## src/rtl/gt_link_bringup_seq_if.sv

```systemverilog
// gt_link_bringup_seq_if: GT-side and status signals of the link bring-up sequencer.
interface gt_link_bringup_seq_if #(parameter int NUM_LANES = 4);
    logic                 gt_pll_lock;
    logic [NUM_LANES-1:0] lane_aligned;
    logic                 gt_sys_reset;
    logic                 link_up;
    logic                 user_rstn;
    logic                 link_fail;
    logic [7:0]           retry_count;
    logic [2:0]           seq_state;
    logic [15:0]          drop_count;
    logic [NUM_LANES-1:0] lane_drop_mask;
    modport master (
        input  gt_pll_lock, lane_aligned,
        output gt_sys_reset, link_up, user_rstn, link_fail, retry_count, seq_state,
        output drop_count, lane_drop_mask
    );
    modport slave (
        output gt_pll_lock, lane_aligned,
        input  gt_sys_reset, link_up, user_rstn, link_fail, retry_count, seq_state,
        input  drop_count, lane_drop_mask
    );
endinterface

```

## src/rtl/gt_link_bringup_seq.sv

```systemverilog
// gt_link_bringup_seq: N-lane GT reset/lock/align/debounce sequencer with bounded retries.
// Define GT_LINK_SEQ_STATS_EN to build the link-drop counter and sticky lane-drop mask.
module gt_link_bringup_seq #(
    parameter int NUM_LANES         = 4,
    parameter int RESET_HOLD_CYCLES = 64,
    parameter int LOCK_TIMEOUT      = 65536,
    parameter int ALIGN_TIMEOUT     = 131072,
    parameter int DEBOUNCE_CYCLES   = 256,
    parameter int MAX_RETRIES       = 8
) (
    input logic                     CLK,
    input logic                     rstn,
    gt_link_bringup_seq_if.master   bus
);
    localparam int TMAX0 = LOCK_TIMEOUT > ALIGN_TIMEOUT ? LOCK_TIMEOUT : ALIGN_TIMEOUT;
    localparam int TMAX  = TMAX0 > RESET_HOLD_CYCLES ? TMAX0 : RESET_HOLD_CYCLES;
    localparam int TW    = $clog2(TMAX + 1);
    localparam int DW    = $clog2(DEBOUNCE_CYCLES + 1);

    typedef enum logic [2:0] {
        S_RESET      = 3'd0,
        S_WAIT_LOCK  = 3'd1,
        S_WAIT_ALIGN = 3'd2,
        S_DEBOUNCE   = 3'd3,
        S_LINK_UP    = 3'd4,
        S_FAILED     = 3'd5
    } state_t;

    logic                 lock_s1_q, lock_s2_q;
    logic [NUM_LANES-1:0] lanes_s1_q, lanes_s2_q;
    state_t               state_q, state_d;
    logic [TW-1:0]        cnt_q, cnt_d;
    logic [DW-1:0]        deb_q, deb_d;
    logic [7:0]           retry_q, retry_d;
    logic                 gt_sys_reset_q, gt_sys_reset_d;
    logic                 link_up_q, link_up_d;
    logic                 user_rstn_q, user_rstn_d;
    logic                 link_fail_q, link_fail_d;
    logic                 retry, all_lanes, keep_cnt;

    always_ff @(posedge CLK or negedge rstn) begin
        if (!rstn) begin
            lock_s1_q  <= 1'b0;
            lock_s2_q  <= 1'b0;
            lanes_s1_q <= '0;
            lanes_s2_q <= '0;
        end else begin
            lock_s1_q  <= bus.gt_pll_lock;
            lock_s2_q  <= lock_s1_q;
            lanes_s1_q <= bus.lane_aligned;
            lanes_s2_q <= lanes_s1_q;
        end
    end

    assign all_lanes = &lanes_s2_q;

    always_comb begin
        state_d = state_q;
        retry   = 1'b0;
        case (state_q)
            S_RESET:      state_d = int'(cnt_q) >= RESET_HOLD_CYCLES - 1 ? S_WAIT_LOCK : S_RESET;
            S_WAIT_LOCK:  if (lock_s2_q) state_d = S_WAIT_ALIGN;
                          else retry = int'(cnt_q) >= LOCK_TIMEOUT - 1;
            S_WAIT_ALIGN: if (!lock_s2_q) retry = 1'b1;
                          else if (all_lanes) state_d = S_DEBOUNCE;
                          else retry = int'(cnt_q) >= ALIGN_TIMEOUT - 1;
            S_DEBOUNCE:   if (!lock_s2_q) retry = 1'b1;
                          else if (!all_lanes) state_d = S_WAIT_ALIGN;
                          else if (int'(deb_q) >= DEBOUNCE_CYCLES - 1) state_d = S_LINK_UP;
            S_LINK_UP:    if (!lock_s2_q || !all_lanes) state_d = S_RESET;
            default:      state_d = S_FAILED;
        endcase
        retry_d = retry && retry_q != 8'hFF ? retry_q + 8'd1 : retry_q;
        if (retry)
            state_d = MAX_RETRIES != 0 && int'(retry_d) == MAX_RETRIES ? S_FAILED : S_RESET;
        // The align timer spans WAIT_ALIGN and DEBOUNCE so lane bouncing cannot extend it
        keep_cnt = state_d == state_q
                || (state_q == S_WAIT_ALIGN && state_d == S_DEBOUNCE)
                || (state_q == S_DEBOUNCE && state_d == S_WAIT_ALIGN);
        cnt_d = !keep_cnt ? '0 : cnt_q == '1 ? cnt_q : cnt_q + TW'(1);
        deb_d = state_q == S_DEBOUNCE && state_d == S_DEBOUNCE ? deb_q + DW'(1) : '0;
        gt_sys_reset_d = state_d == S_RESET || state_d == S_FAILED;
        link_up_d      = state_q == S_LINK_UP && state_d == S_LINK_UP;
        user_rstn_d    = link_up_d;
        link_fail_d    = state_d == S_FAILED;
    end

    always_ff @(posedge CLK or negedge rstn) begin
        if (!rstn) begin
            state_q        <= S_RESET;
            cnt_q          <= '0;
            deb_q          <= '0;
            retry_q        <= '0;
            gt_sys_reset_q <= 1'b1;
            link_up_q      <= 1'b0;
            user_rstn_q    <= 1'b0;
            link_fail_q    <= 1'b0;
        end else begin
            state_q        <= state_d;
            cnt_q          <= cnt_d;
            deb_q          <= deb_d;
            retry_q        <= retry_d;
            gt_sys_reset_q <= gt_sys_reset_d;
            link_up_q      <= link_up_d;
            user_rstn_q    <= user_rstn_d;
            link_fail_q    <= link_fail_d;
        end
    end

    assign bus.gt_sys_reset = gt_sys_reset_q;
    assign bus.link_up      = link_up_q;
    assign bus.user_rstn    = user_rstn_q;
    assign bus.link_fail    = link_fail_q;
    assign bus.retry_count  = retry_q;
    assign bus.seq_state    = state_q;

`ifdef GT_LINK_SEQ_STATS_EN
    logic [15:0]          drop_q, drop_d;
    logic [NUM_LANES-1:0] mask_q, mask_d;

    always_comb begin
        drop_d = drop_q;
        mask_d = mask_q;
        if (state_q == S_LINK_UP && state_d == S_RESET) begin
            drop_d = drop_q == 16'hFFFF ? drop_q : drop_q + 16'd1;
            mask_d = mask_q | ~lanes_s2_q;
        end
    end

    always_ff @(posedge CLK or negedge rstn) begin
        if (!rstn) begin
            drop_q <= '0;
            mask_q <= '0;
        end else begin
            drop_q <= drop_d;
            mask_q <= mask_d;
        end
    end

    assign bus.drop_count     = drop_q;
    assign bus.lane_drop_mask = mask_q;
`else
    assign bus.drop_count     = '0;
    assign bus.lane_drop_mask = '0;
`endif
endmodule

```

## src/flat_wrapper.sv

```systemverilog
// flat-port wrapper written by rule: the top's interface ports become plain ports
module gt_link_bringup_seq_flat 
#(
    parameter int NUM_LANES         = 4,
    parameter int RESET_HOLD_CYCLES = 64,
    parameter int LOCK_TIMEOUT      = 65536,
    parameter int ALIGN_TIMEOUT     = 131072,
    parameter int DEBOUNCE_CYCLES   = 256,
    parameter int MAX_RETRIES       = 8
)
  (CLK, rstn, bus_gt_pll_lock, bus_lane_aligned, bus_gt_sys_reset, bus_link_up, bus_user_rstn, bus_link_fail, bus_retry_count, bus_seq_state, bus_drop_count, bus_lane_drop_mask);
  gt_link_bringup_seq_if #(.NUM_LANES(NUM_LANES)) bus_i ();
  input logic CLK;
  input logic rstn;
  input wire logic [$bits(bus_i.gt_pll_lock)-1:0] bus_gt_pll_lock;
  input wire logic [$bits(bus_i.lane_aligned)-1:0] bus_lane_aligned;
  output wire logic [$bits(bus_i.gt_sys_reset)-1:0] bus_gt_sys_reset;
  output wire logic [$bits(bus_i.link_up)-1:0] bus_link_up;
  output wire logic [$bits(bus_i.user_rstn)-1:0] bus_user_rstn;
  output wire logic [$bits(bus_i.link_fail)-1:0] bus_link_fail;
  output wire logic [$bits(bus_i.retry_count)-1:0] bus_retry_count;
  output wire logic [$bits(bus_i.seq_state)-1:0] bus_seq_state;
  output wire logic [$bits(bus_i.drop_count)-1:0] bus_drop_count;
  output wire logic [$bits(bus_i.lane_drop_mask)-1:0] bus_lane_drop_mask;
  assign bus_i.gt_pll_lock = bus_gt_pll_lock;
  assign bus_i.lane_aligned = bus_lane_aligned;
  assign bus_gt_sys_reset = bus_i.gt_sys_reset;
  assign bus_link_up = bus_i.link_up;
  assign bus_user_rstn = bus_i.user_rstn;
  assign bus_link_fail = bus_i.link_fail;
  assign bus_retry_count = bus_i.retry_count;
  assign bus_seq_state = bus_i.seq_state;
  assign bus_drop_count = bus_i.drop_count;
  assign bus_lane_drop_mask = bus_i.lane_drop_mask;
  gt_link_bringup_seq #(.NUM_LANES(NUM_LANES), .RESET_HOLD_CYCLES(RESET_HOLD_CYCLES), .LOCK_TIMEOUT(LOCK_TIMEOUT), .ALIGN_TIMEOUT(ALIGN_TIMEOUT), .DEBOUNCE_CYCLES(DEBOUNCE_CYCLES), .MAX_RETRIES(MAX_RETRIES)) u_core (.CLK(CLK), .rstn(rstn), .bus(bus_i));
endmodule
```

## config.mk

```make
export PLATFORM = sky130hd
export DESIGN_NAME = gt_link_bringup_seq_flat
export DESIGN_NICKNAME = d
export VERILOG_FILES = /design/src/rtl/gt_link_bringup_seq_if.sv /design/src/rtl/gt_link_bringup_seq.sv /design/src/flat_wrapper.sv
export SDC_FILE = /design/constraint.sdc
export NUM_CORES = 1
export LEC_CHECK = 0
export ABC_AREA = 0
export CORE_MARGIN = 4
export CORE_UTILIZATION = 60
export CTS_BUF_LIST = sky130_fd_sc_hd__clkbuf_2
export DETAILED_ROUTE_END_ITERATION = 6
export GPL_ROUTABILITY_DRIVEN = 0
export PLACE_DENSITY = 0.88
export SLEW_MARGIN = 15
export SYNTH_ARGS = -nofsm -noshare
export SYNTH_HDL_FRONTEND = slang
export SYNTH_SLANG_ARGS = --single-unit
export TNS_END_PERCENT = 10
```

## constraint.sdc

```tcl
create_clock -name CLK -period 8.1 [get_ports CLK]
set_clock_uncertainty 0.2 [all_clocks]
set_input_delay 0.81 -clock CLK [delete_from_list [all_inputs] [get_ports CLK]]
set_output_delay 0.81 -clock CLK [all_outputs]
set_load 0.005 [all_outputs]
```

==> results, run 1 <==
- The sink count of the clock tree is 51.
- The worst-case IR drop observed on VDD is 0.0895 mV.
- The number of cell instances on the worst register-to-register path is 10.
- The insertion delay to the later sink of the worst-skew pair is 440 ps.
- TritonCTS built the clock tree.
- Averaged over all synthesized cells, the footprint is 10.2 um^2.
- For this run, the number of Yosys warnings is 0.
- The number of global-route vias before repair is 1731.
- The share of synthesized flip-flops with an asynchronous set or reset is 100%.
- The count of different cell masters after synthesis is 50.
- The most common cell type on the critical path is sky130_fd_sc_hd__ha_1.
- The number of max-cap violations is 0.
- For this block, the routed nets add up to 4.63 mm of wire.
- 0 antenna diodes ended up in the layout.
- The total area inside the core boundary comes to 4320 um^2.
- The clock network burns 28.5% of the power.
- The count of final setup violators is 0.
- The number of synthesized flops with an enable pin is 0.
- In the post-route analysis, the smallest setup slack over all paths is 4870 ps.
- After the last flow step, the layout net total stands at 292.
- The clock period could shrink to 3230 ps.
- The critical path launch point type is a flop.
- The most common cell in the synthesized netlist is sky130_fd_sc_hd__dfrtp_1.
- The number of ports placed on the die boundary is 42.
- The worst slack after detailed placement is 4900 ps.
- The flow ran to the end, and the final reports show no timing, DRC or antenna violations.
- For the worst setup path, the data required time is 8220 ps.
- The global-route wire length before repair is 7.91 mm.
- Including well taps, the total number of placed cells is 326.
- In the routed layout, each cell is associated on average with a via count of 5.59.
- The final instance count without filler cells is 334.
- For flop-to-flop paths, the worst setup slack is 4870 ps.
- In this run the tool buffered the top-level ports with 21 buffer cells.
- The critical path goes through ha_1 > and4_1 > ha_1 > a211o_1 > or3_1 > a31oi_1 > nor2_2 > inv_2 > o311a_1 > nor2_1.
- The termination of the worst setup path is u_core.cnt_q[8].
- The number of levels in the clock H-tree is 2.
- The total number of vias is 1868.
- The family with the most delay on the worst path is compound AO/OA/AOI/OAI gates.
- Data arrives at the worst endpoint at 3350 ps.
- The area growth from synthesis to layout is 6.77%.
- The count of hold buffers inserted by post-cts repair is 0.
- For this design, the slowest cell found on the critical path is sky130_fd_sc_hd__o311a_1.
- The transition time at the pin with the least slew margin is 802 ps.
- The share of the Yosys chip area taken by registers is 47.7%.
- For this run, the slowest stage of the critical path takes 590 ps.
- The synthesized design spends more area on one cell type than any other, namely sky130_fd_sc_hd__dfrtp_1.
- TritonCTS created 5 clock buffers.
- Sorting the synthesized cells by area gives the leading types as sky130_fd_sc_hd__dfrtp_1 (47%), sky130_fd_sc_hd__buf_4 (5.9%), sky130_fd_sc_hd__nor2_1 (5.9%).
- Hold is met by 121 ps.
- The post-route clock period utilization is 39.8%.
- The first TritonRoute pass finished after 4 iterations.
- The initial utilization of the core area, before any placement, comes to 62.0%.
- Counting both buffers and inverters, the worst setup path holds a total of 1.
- The maximum fanout along the worst path is 18.
- The synthesized flop and latch total is 51.
- The total routing usage reported by global routing is 18.3%.
- The count of endpoints failing hold in the final timing report was 0.
- The maximum buffer depth of the clock tree is 2.
- The total setup buffers inserted after CTS is 0.
- Post-CTS repair changed the size of 0 cells.
- Cells fill 66.2% of the core in the end.
- The fraction of layout instances using a drive strength above 1 is 9.22%.
- The setup TNS is 0 ps.
- The switching power is 0.0927 mW.
- The area enclosed by the die boundary is 5600 um^2.
- The maximum number of pins on one net before global-route repair is 52.
- The total overflow left after global routing is 0.
- The die width is 74.8 um.
- In this run the clock root is driven by a sky130_fd_sc_hd__clkbuf_2.
- The most critical setup path has its startpoint at u_core.deb_q[0].
- The area of the mapped netlist is 2680 um^2.
- The power density over cell area is 132 nW/um^2.
- After clock tree synthesis, the clock-pin slew on the worst setup and hold paths is 270 ps.
- The part of the power in combinational logic is 2.7%.
- In this run the tightest slew margin relative to its limit is 45.7%.
- Summed over all cells, the static leakage comes to 1.29 nW.
- In the routed design, unresolved DRC markers number 0.
- The worst flop-to-flop path endpoint is u_core.cnt_q[8].
- The number of antenna violations at the first check in global routing is 0.
- Net switching is 24.6% of the power.
- In the final routed layout, each cell accounts on average for 13.9 um.
- The path class of the tightest hold or removal check is input port to asynchronous set/reset pin.
- The kind of critical path is flop to flop.
- Detailed placement ended at an HPWL of 3.40 mm.
- The origin of the critical flop-to-flop path is u_core.deb_q[0].
- After technology mapping, the gate count stands at 263.
- Of the post-synthesis cell area, the dominant cell type holds 46.7%.
- The die height is 74.8 um.
- The proportion of power drawn by flip-flops and latches is 68.7%.
- Setup repair after global routing left no endpoint under its margin.
- In this run, the number of DRC markers left after iteration 0 of detailed routing was 123.
- The final max-slew violation count is 0.
- Once detail routing completed, the nets flagged for antenna violations numbered 0.
- The internal portion of the total power is 0.284 mW.
- Timing would allow up to 310 MHz.
- In the synthesized netlist the dominant register cell turns out to be sky130_fd_sc_hd__dfrtp_1.
- The total number of cells along the worst setup path is 10.
- Counting instances in the post-synthesis netlist gives the leading cell types as sky130_fd_sc_hd__dfrtp_1 (50), sky130_fd_sc_hd__nor2_1 (42), sky130_fd_sc_hd__buf_4 (21), sky130_fd_sc_hd__xor2_1 (16), sky130_fd_sc_hd__nand2_1 (14).
- In this run the core area contains 24 standard-cell rows.
- The endpoint kind of the worst setup timing path is a flop.
==> worst register-to-register path, cell delays in order, from the launching register on <==
cell,delay (ps)
sky130_fd_sc_hd__dfrtp_1,500
sky130_fd_sc_hd__ha_1,270
sky130_fd_sc_hd__and4_1,200
sky130_fd_sc_hd__ha_1,170
sky130_fd_sc_hd__a211o_1,250
sky130_fd_sc_hd__or3_1,360
sky130_fd_sc_hd__a31oi_1,260
sky130_fd_sc_hd__nor2_2,80
sky130_fd_sc_hd__inv_2,80
sky130_fd_sc_hd__o311a_1,590
sky130_fd_sc_hd__nor2_1,140
==> area by class of cell <==
| cell class | count | area (um^2) |
|---|---|---|
| Clock buffer | 5 | 25.0 |
| Clock inverter | 3 | 22.5 |
| Fill cell | 349 | 1460 |
| Inverter | 5 | 18.8 |
| Multi-Input combinational cell | 197 | 1240 |
| Sequential cell | 51 | 1280 |
| Tap cell | 52 | 65.1 |
| Timing Repair Buffer | 21 | 208 |
==> kinds of logic after synthesis <==
logic type / synth area share (%)
AOI/OAI and AO/OA: 7.38
xor gates and xnor gates: 8.50
adders and majority gates: 1.87
buffers and inverters: 8.54
DFF: 47.7
muxes: 2.05
other: 0.140
and+or+nand+nor: 23.9
==> power groups by stage <==
stage / clock (mW) / combinational (mW) / sequential [mW]
3_3_place_gp: 0 / 0.0101 / 0.263
6_report: 0.108 / 0.0102 / 0.259
2_1_floorplan: 0 / 0.00970 / 0.263
5_1_grt: 0.125 / 0.0126 / 0.260
3_5_place_dp: 0 / 0.0104 / 0.263
4_1_cts: 0.111 / 0.0104 / 0.259
==> through the flow <==
stage          cell area (um^2)  power [mW]
6_report                   2860       0.377
4_1_cts                    2860       0.380
2_1_floorplan              2750       0.273
5_1_grt                    2860       0.397
3_5_place_dp               2810       0.273
3_3_place_gp               2810       0.273
==> worst min-delay path by stage <==
stage	slack, ps	endpoint	cells after the start	start
3_3_place_gp	130	u_core.lanes_s2_q[2]	0	u_core.lanes_s1_q[2]
4_1_cts	190	u_core.lanes_s2_q[1]	0	u_core.lanes_s1_q[1]
2_1_floorplan	130	u_core.lanes_s2_q[0]	0	u_core.lanes_s1_q[0]
6_report	120	u_core.lanes_s1_q[3]	1	rstn
3_5_place_dp	140	u_core.lanes_s2_q[1]	0	u_core.lanes_s1_q[1]
5_1_grt	90	u_core.lanes_s1_q[0]	1	rstn
==> layer usage <==
layer | GRT usage (%) | vias to the layer above | routed length (um)
met3 | 4.01 | 8 | 208
met5 | 0 | - | 0
met1 | 25.2 | 902 | 2140
li1 | - | 912 | -
met2 | 29.6 | 46 | 2220
met4 | 4.74 | 0 | 65
==> registers in the layout (all words and copies together), names as in the netlist <==
| signal | cells |
|---|---|
| u_core.bus.link_fail | 1 |
| u_core.lock_s2_q | 1 |
| u_core.lock_s1_q | 1 |
| u_core.cnt_q | 18 |
| u_core.bus.retry_count | 8 |
| u_core.lanes_s2_q | 4 |
| u_core.deb_q | 9 |
| u_core.lanes_s1_q | 4 |
| u_core.bus.link_up | 1 |
| u_core.bus.gt_sys_reset | 1 |
| u_core.bus.seq_state | 3 |
==> cell usage in the layout (no fill, tap or decap), drive strengths merged, types with 2 or more instances in the layout <==
cell type	synthesis	layout
a31oi	2	2
inv	5	7
nand3b	3	3
xor2	16	16
clkdlybuf4s50	0	20
and4	5	5
o311a	2	2
and3	6	6
dfrtp	50	50
nand2	14	14
mux2	4	4
nand3	11	11
nor4	5	5
or4b	2	2
and2	3	3
a21oi	5	5
clkbuf	5	5
nor3	4	4
nand4	13	13
nand2b	3	3
xnor2	10	10
ha	4	4
or2	2	2
o21ai	3	3
nor2	43	43
conb	1	20
(Power assumes the default switching activity.)
==> inputs of run 2 (changes only) <==
CORE_UTILIZATION = 56   (was 60)
PLACE_DENSITY = 0.83   (was 0.88)
clock period = 3.1 ns   (was 8.1 ns; I/O delays follow)
==> results, run 2 (synthesized netlist as in run 1, its figures left out) <==
- Across the run, the number of max-cap violations was 0.
- In this run, CTS created clock tree buffers numbering 5.
- The global-route wire length before repair is 8.25 mm.
- Walking the worst path, the cells encountered are ha_1 > and4_1 > ha_1 > a211o_1 > or3_1 > a31oi_1 > nor2_2 > or3b_4 > nor2_1.
- The final max-slew violation count is 0.
- Setup violations remaining at the end of the flow were counted as 0.
- At the worst endpoint, the required time is 3270 ps.
- The die width is 77.2 um.
- The finished cells cover 2960 um^2.
- Measured along the y axis, the die boundary spans 77.2 um.
- The register containing the most flip-flops in the final layout is u_core.cnt_q.
- The total overflow reported by the global router is 0.
- In the final layout, the multi-input gates occupy 1260 um^2.
- The overall power consumption is 0.960 mW.
- The initialized floorplan defines 24 standard-cell rows.
- Of the total power, registers draw 70.4%.
- The data arrival time of the worst path is 3150 ps.
- The count of endpoints failing hold in the final timing report is 0.
- Leaving out fill and tap cells, the most frequent cell in the layout is sky130_fd_sc_hd__dfrtp_1.
- The root buffer cell is sky130_fd_sc_hd__clkbuf_2.
- The worst pin sits at a relative slew slack of 60.3%.
- The number of levels in the clock H-tree is 2.
- The layout has 377 filler cells.
- Global routing used 17.3% of the available tracks across all layers.
- The post-route DRC violation count is 0.
- The worst-case IR drop observed on VDD is 0.300 mV.
- The path class of the lowest-slack min-delay path is input port to flop.
- Detailed placement finished with a half-perimeter wire length of 3.59 mm.
- The total number of vias is 1862.
- The cell that appears most often on the critical path is sky130_fd_sc_hd__ha_1.
- The total cell area at the placement stage is 2890 um^2.
- The insertion delay to the later sink of the worst-skew pair is 420 ps.
- No sink is reached through more buffers than the 2 on the longest clock path.
- The switching power is 0.222 mW.
- The clock power share is 26.7%.
- In this run the remaining antenna-violating nets after routing total 0.
- The run finished with clean final reports.
- The average detailed-routed wire length per instance is 14.0 um.
- The final layout contains routed wiring with a total length of 4.82 mm.
- The internal portion of the total power is 0.739 mW.
- 42 I/O pins were placed.
- The delay of the slowest cell on the worst path is 490 ps.
- Entering global routing, the biggest net connects 52 pins.
- The area growth from synthesis to final layout is 10.3%.
- The family with the most delay on the worst path is simple AND/OR/NAND/NOR gates.
- On the critical path, the stage with the largest delay is an instance of sky130_fd_sc_hd__dfrtp_2.
- The number of optimization iterations in the first detailed-route pass is 4.
- STA classifies the critical path endpoint as a flop.
- Counting every sink on the clock net gives 51.
- On the final layout, the worst hold slack is 90.7 ps.
- The net count of the finished layout is 303.
- Together, buffers and inverters on the worst path number 0.
- In this run the standard cell core region covers 4500 um^2.
- The number of antenna violations at the first check in global routing came to 0.
- The library cells used most frequently in the layout, excluding fill and tap cells, are sky130_fd_sc_hd__dfrtp_1 (49), sky130_fd_sc_hd__nor2_1 (42), sky130_fd_sc_hd__conb_1 (20), sky130_fd_sc_hd__clkdlybuf4s50_1 (20), sky130_fd_sc_hd__xor2_1 (16).
- The part of the power in combinational logic is 2.9%.
- The area enclosed by the die boundary is 5960 um^2.
- At the pin with the least slew margin, the transition time is 587 ps.
- The diode insertion count for antenna repair is 0.
- Net switching is 23.1% of the power.
- The power density over cell area is 325 nW/um^2.
- The initial core utilization is 59.5%.
- The final critical path takes up 95.9% of the cycle.
- The number of DRC markers in iteration 0 is 140.
- The clock period could shrink to 2970 ps.
- The number of flip-flops under the largest register name is 18.
- Using the TritonRoute via totals, the vias-per-cell ratio works out to 5.40.
- The number of global-route vias before repair came to 1800.
- The critical path launch point type is a flop.
- The fraction of layout instances using a drive strength above 1 is 13.3%.
- In this run the worst path has a maximum fanout of 9.
- Clock-pin slew was measured on the worst setup and hold paths at 230 ps.
- The critical path is of the flop to flop type.
- The count of input and output buffers is 21.
- The analysis attributes to cell leakage a power of 1.34 nW.
- The sequential standard cell area is 1280 um^2.
- TritonCTS built the clock tree.
- The maximum clock frequency is 336 MHz.
-- run 2: final timing paths --
path	startpoint	to	slack (ps)	cells after the start
setup / recovery	u_core.deb_q[0]	u_core.deb_q[7]	130	9
hold / removal	bus_gt_pll_lock	u_core.lock_s1_q	90	1
setup reg to reg	u_core.deb_q[0]	u_core.deb_q[7]	130	9
hold reg to reg	u_core.lanes_s1_q[1]	u_core.lanes_s2_q[1]	180	0
max in group asynchronous	rstn	u_core.deb_q[0]	2050	2
min in group asynchronous	rstn	u_core.cnt_q[1]	210	2
-- run 2: per-stage QoR --
| step | worst slack, ps | utilization, % | cells | setup TNS [ps] |
|---|---|---|---|---|
| finish | 128 | 65.6 | 345 | 0 |
| global route | -21.8 | 65.6 | 345 | -33.8 |
| CTS | 66.1 | 65.3 | 345 | 0 |
| detailed placement | 96.0 | 64.1 | 336 | 0 |
| global placement | 176 | 64.1 | 336 | 0 |
| floorplan | 321 | - | 282 | 0 |
-- run 2: cell type report --
class / count / share of cell area (%)
Inverter: 5 / 0.635
Multi-Input combinational cell: 197 / 42.6
Clock inverter: 2 / 0.423
Timing Repair Buffer: 32 / 9.90
Tap cell: 52 / 2.20
Clock buffer: 6 / 1.02
Sequential cell: 51 / 43.3
-- run 2: timing repair --
item / 4_1_cts / 5_1_grt
setup endpoints to repair: 0 / 24
gates resized for setup: 0 / 3
buffers inserted: 0 / 0
hold buffers: 1 / 0
hold endpoints to repair: 50 / 0
-- run 2: worst register-to-register path, stage by stage, from the launching register on --
cell	delay, ps
sky130_fd_sc_hd__dfrtp_2	490
sky130_fd_sc_hd__ha_1	260
sky130_fd_sc_hd__and4_1	210
sky130_fd_sc_hd__ha_1	180
sky130_fd_sc_hd__a211o_1	250
sky130_fd_sc_hd__or3_1	370
sky130_fd_sc_hd__a31oi_1	280
sky130_fd_sc_hd__nor2_2	90
sky130_fd_sc_hd__or3b_4	470
sky130_fd_sc_hd__nor2_1	130
-- run 2: layer usage --
metal	routed length (um)	vias up	track usage [%]
met3	257	4	3.98
met4	53	0	6.23
met2	2290	47	27.5
met1	2220	883	23.1
met5	0	-	0
li1	-	928	-
-- run 2: power groups by stage --
stage	clock [mW]	sequential (mW)	combinational [mW]
5_1_grt	0.300	0.677	0.0334
4_1_cts	0.262	0.676	0.0279
6_report	0.256	0.676	0.0281
2_1_floorplan	0	0.687	0.0254
3_3_place_gp	0	0.687	0.0264
3_5_place_dp	0	0.687	0.0273
==> inputs of run 3 (changes only) <==
RECOVER_POWER = 25   (was default)
==> results, run 3 (synthesized netlist as in run 1, its figures left out) <==
- The run finished with clean final reports.
- Final hold analysis gives a worst-case slack of 180 ps.
- The kind of critical path is flop to flop.
- Once detailed placement completed, the half-perimeter wirelength came to 3.59 mm.
- The post-route clock period utilization is 95.9%.
- Summing over every cut layer, the via total after detailed routing is 1878.
- After detailed routing, the number of remaining DRC violations is 0.
- The cell row count is 24.
- Once the floorplan was initialized, standard cells occupied 59.5% of the core.
- The count of final setup violators is 0.
- Buffers added to address setup during post-CTS repair amount to 0.
- Summing all non-filler instances in the final layout gives an area of 2950 um^2.
- The number of filler instances in the final layout is 378.
- Leaving out fill and tap cells, the most frequent cell in the layout is sky130_fd_sc_hd__dfrtp_1.
- The final max-slew violation count is 0.
- The tool flagged a number of max-cap violations equal to 0.
- Registers are responsible for 70.5% of the overall power.
- The number of DRC markers in iteration 0 is 140.
- The largest voltage drop on the vdd net is 0.299 mV.
- Cells fill 65.6% of the core in the end.
- The count of endpoints failing hold in the final timing report came to 0.
- The routed design has 4.82 mm of wire.
- The global-route wire length before repair is 8.25 mm.
- Data on the critical path arrives at its endpoint at 3150 ps.
- The transition time at the pin with the least slew margin is 1190 ps.
- The register containing the most flip-flops in the final layout is u_core.cnt_q.
- Leaving out fill and tap cells, the most frequent cells in the layout are sky130_fd_sc_hd__dfrtp_1 (49), sky130_fd_sc_hd__nor2_1 (42), sky130_fd_sc_hd__conb_1 (20).
- Derived from the worst setup path, the maximum achievable clock frequency is 336 MHz.
- The number of flip-flops under the largest register name is 18.
- The root buffer cell chosen for the clock tree is sky130_fd_sc_hd__clkbuf_2.
- The number of ports placed on the die boundary is 42.
- The count of input and output buffers is 21.
- The remaining max-slew budget at the tightest pin is 20.8%.
- The die width is 77.2 um.
- The TritonCTS clock tree is yes.
- The insertion delay to the later sink of the worst-skew pair is 420 ps.
- Relative to the synthesized area, the layout overhead comes to 10.2%.
- Power spread over the standard cell area amounts to 324 nW/um^2.
- The clock power share is 26.7%.
- The number of levels in the clock H-tree is 2.
- The number of global-route vias before repair is 1800.
- The endpoint kind of the worst setup timing path is a flop.
- Adding up every negative setup slack in the final design gives 0 ps.
- Clock-pin slew was measured on the worst setup and hold paths at 230 ps.
- Counting I/O delays and the setup requirement, the final critical path takes 2970 ps.
- The repair_antennas step left the layout with diodes totalling 0.
- The die height is 77.2 um.
- The sink count of the clock tree is 51.
- The number of antenna violations at the first check in global routing was 0.
- Summed over all layers, the global routing overflow is 0.
- The area enclosed by the die boundary is 5960 um^2.
- The average detailed-routed wire length per instance is 14.0 um.
- The path class of the lowest-slack min-delay path is flop to flop.
- Using the TritonRoute via totals, the vias-per-cell ratio works out to 5.44.
- The region available for standard cell placement spans 4500 um^2.
- The antenna violation net count after detailed routing is 0.
- Counting the buffers created by CTS gives 5.
- The maximum fanout along the worst path is 9.
- The number of optimization iterations in the first detailed-route pass is 4.
- For this design the total switching power over the nets is 0.221 mW.
- The net count of the finished layout is 303.
- Entering global routing, the biggest net connects 52 pins.
- After detailed placement, the total cell area comes to 2890 um^2.
- The fraction of layout instances using a drive strength above 1 is 13.3%.
- STA puts the critical path data required time at 3280 ps.
- The switching fraction of total power is 23.1%.
- STA classifies the critical path startpoint as a flop.
- In this run, the combinational gates consume 2.8% of the power.
- Global routing used 17.3% of the available tracks across all layers.
- The maximum buffer depth of the clock tree is 2.
- The internal cell power is 0.737 mW.
- Summed over all cells, the static leakage comes to 1.34 nW.
==> run 3: power groups by stage <==
stage | logic (mW) | clock network [mW] | registers [mW]
after floorplan | 0.0254 | 0 | 0.687
after global placement | 0.0264 | 0 | 0.687
after detailed placement | 0.0273 | 0 | 0.687
after CTS | 0.0279 | 0.262 | 0.676
after global routing | 0.0316 | 0.300 | 0.677
final | 0.0264 | 0.256 | 0.676
==> run 3: worst max-delay path: stages, from the launching register on <==
cell and delay, ps:
sky130_fd_sc_hd__dfrtp_2 490, sky130_fd_sc_hd__ha_1 250, sky130_fd_sc_hd__and4_1 210, sky130_fd_sc_hd__ha_1 180
sky130_fd_sc_hd__a211o_1 250, sky130_fd_sc_hd__or3_1 370, sky130_fd_sc_hd__a31oi_1 290, sky130_fd_sc_hd__nor2_2 100
sky130_fd_sc_hd__or3b_4 470, sky130_fd_sc_hd__nor2_1 130
==> run 3: cell type report <==
cell class                 instances  area, um^2  area share [%]
multi-input combinational        197        1260            42.6
timing repair buffer              32         290            9.83
sequential                        51        1280            43.3
clock buffer                       6        30.0            1.02
tap                               52        65.1            2.20
inverter                           5        18.8           0.635
clock inverter                     2        12.5           0.424
==> run 3: worst paths after layout <==
path	startpoint	end	slack (ps)	cells after the start
max	u_core.deb_q[0]	u_core.deb_q[7]	130	9
min	u_core.lanes_s1_q[1]	u_core.lanes_s2_q[1]	180	0
max reg2reg	u_core.deb_q[0]	u_core.deb_q[7]	130	9
min reg2reg	u_core.lanes_s1_q[1]	u_core.lanes_s2_q[1]	180	0
max in group asynchronous	rstn	u_core.deb_q[0]	1480	2
min in group asynchronous	rstn	u_core.cnt_q[1]	440	2
==> run 3: per-layer routing <==
metal / part of all wire (%) / GRT usage, % / up-vias
li1: - / - / 930
met1: 47 / 23.1 / 898
met2: 48 / 27.5 / 46
met3: 4.4 / 3.98 / 4
met4: 1.1 / 6.23 / 0
met5: 0 / 0 / -
==> run 3: per-stage QoR <==
step	setup WS (ps)	instances	power, mW
after floorplan	321	282	0.712
after global placement	176	336	0.713
after detailed placement	96.0	336	0.715
after CTS	66.1	345	0.966
after global routing	-21.8	345	1.01
final	127	345	0.958
==> run 3: timing repair <==
item,CTS,global route
hold endpoints to repair,50,0
gates resized for setup,0,3
endpoints found under the setup margin,0,24
hold buffers,1,0
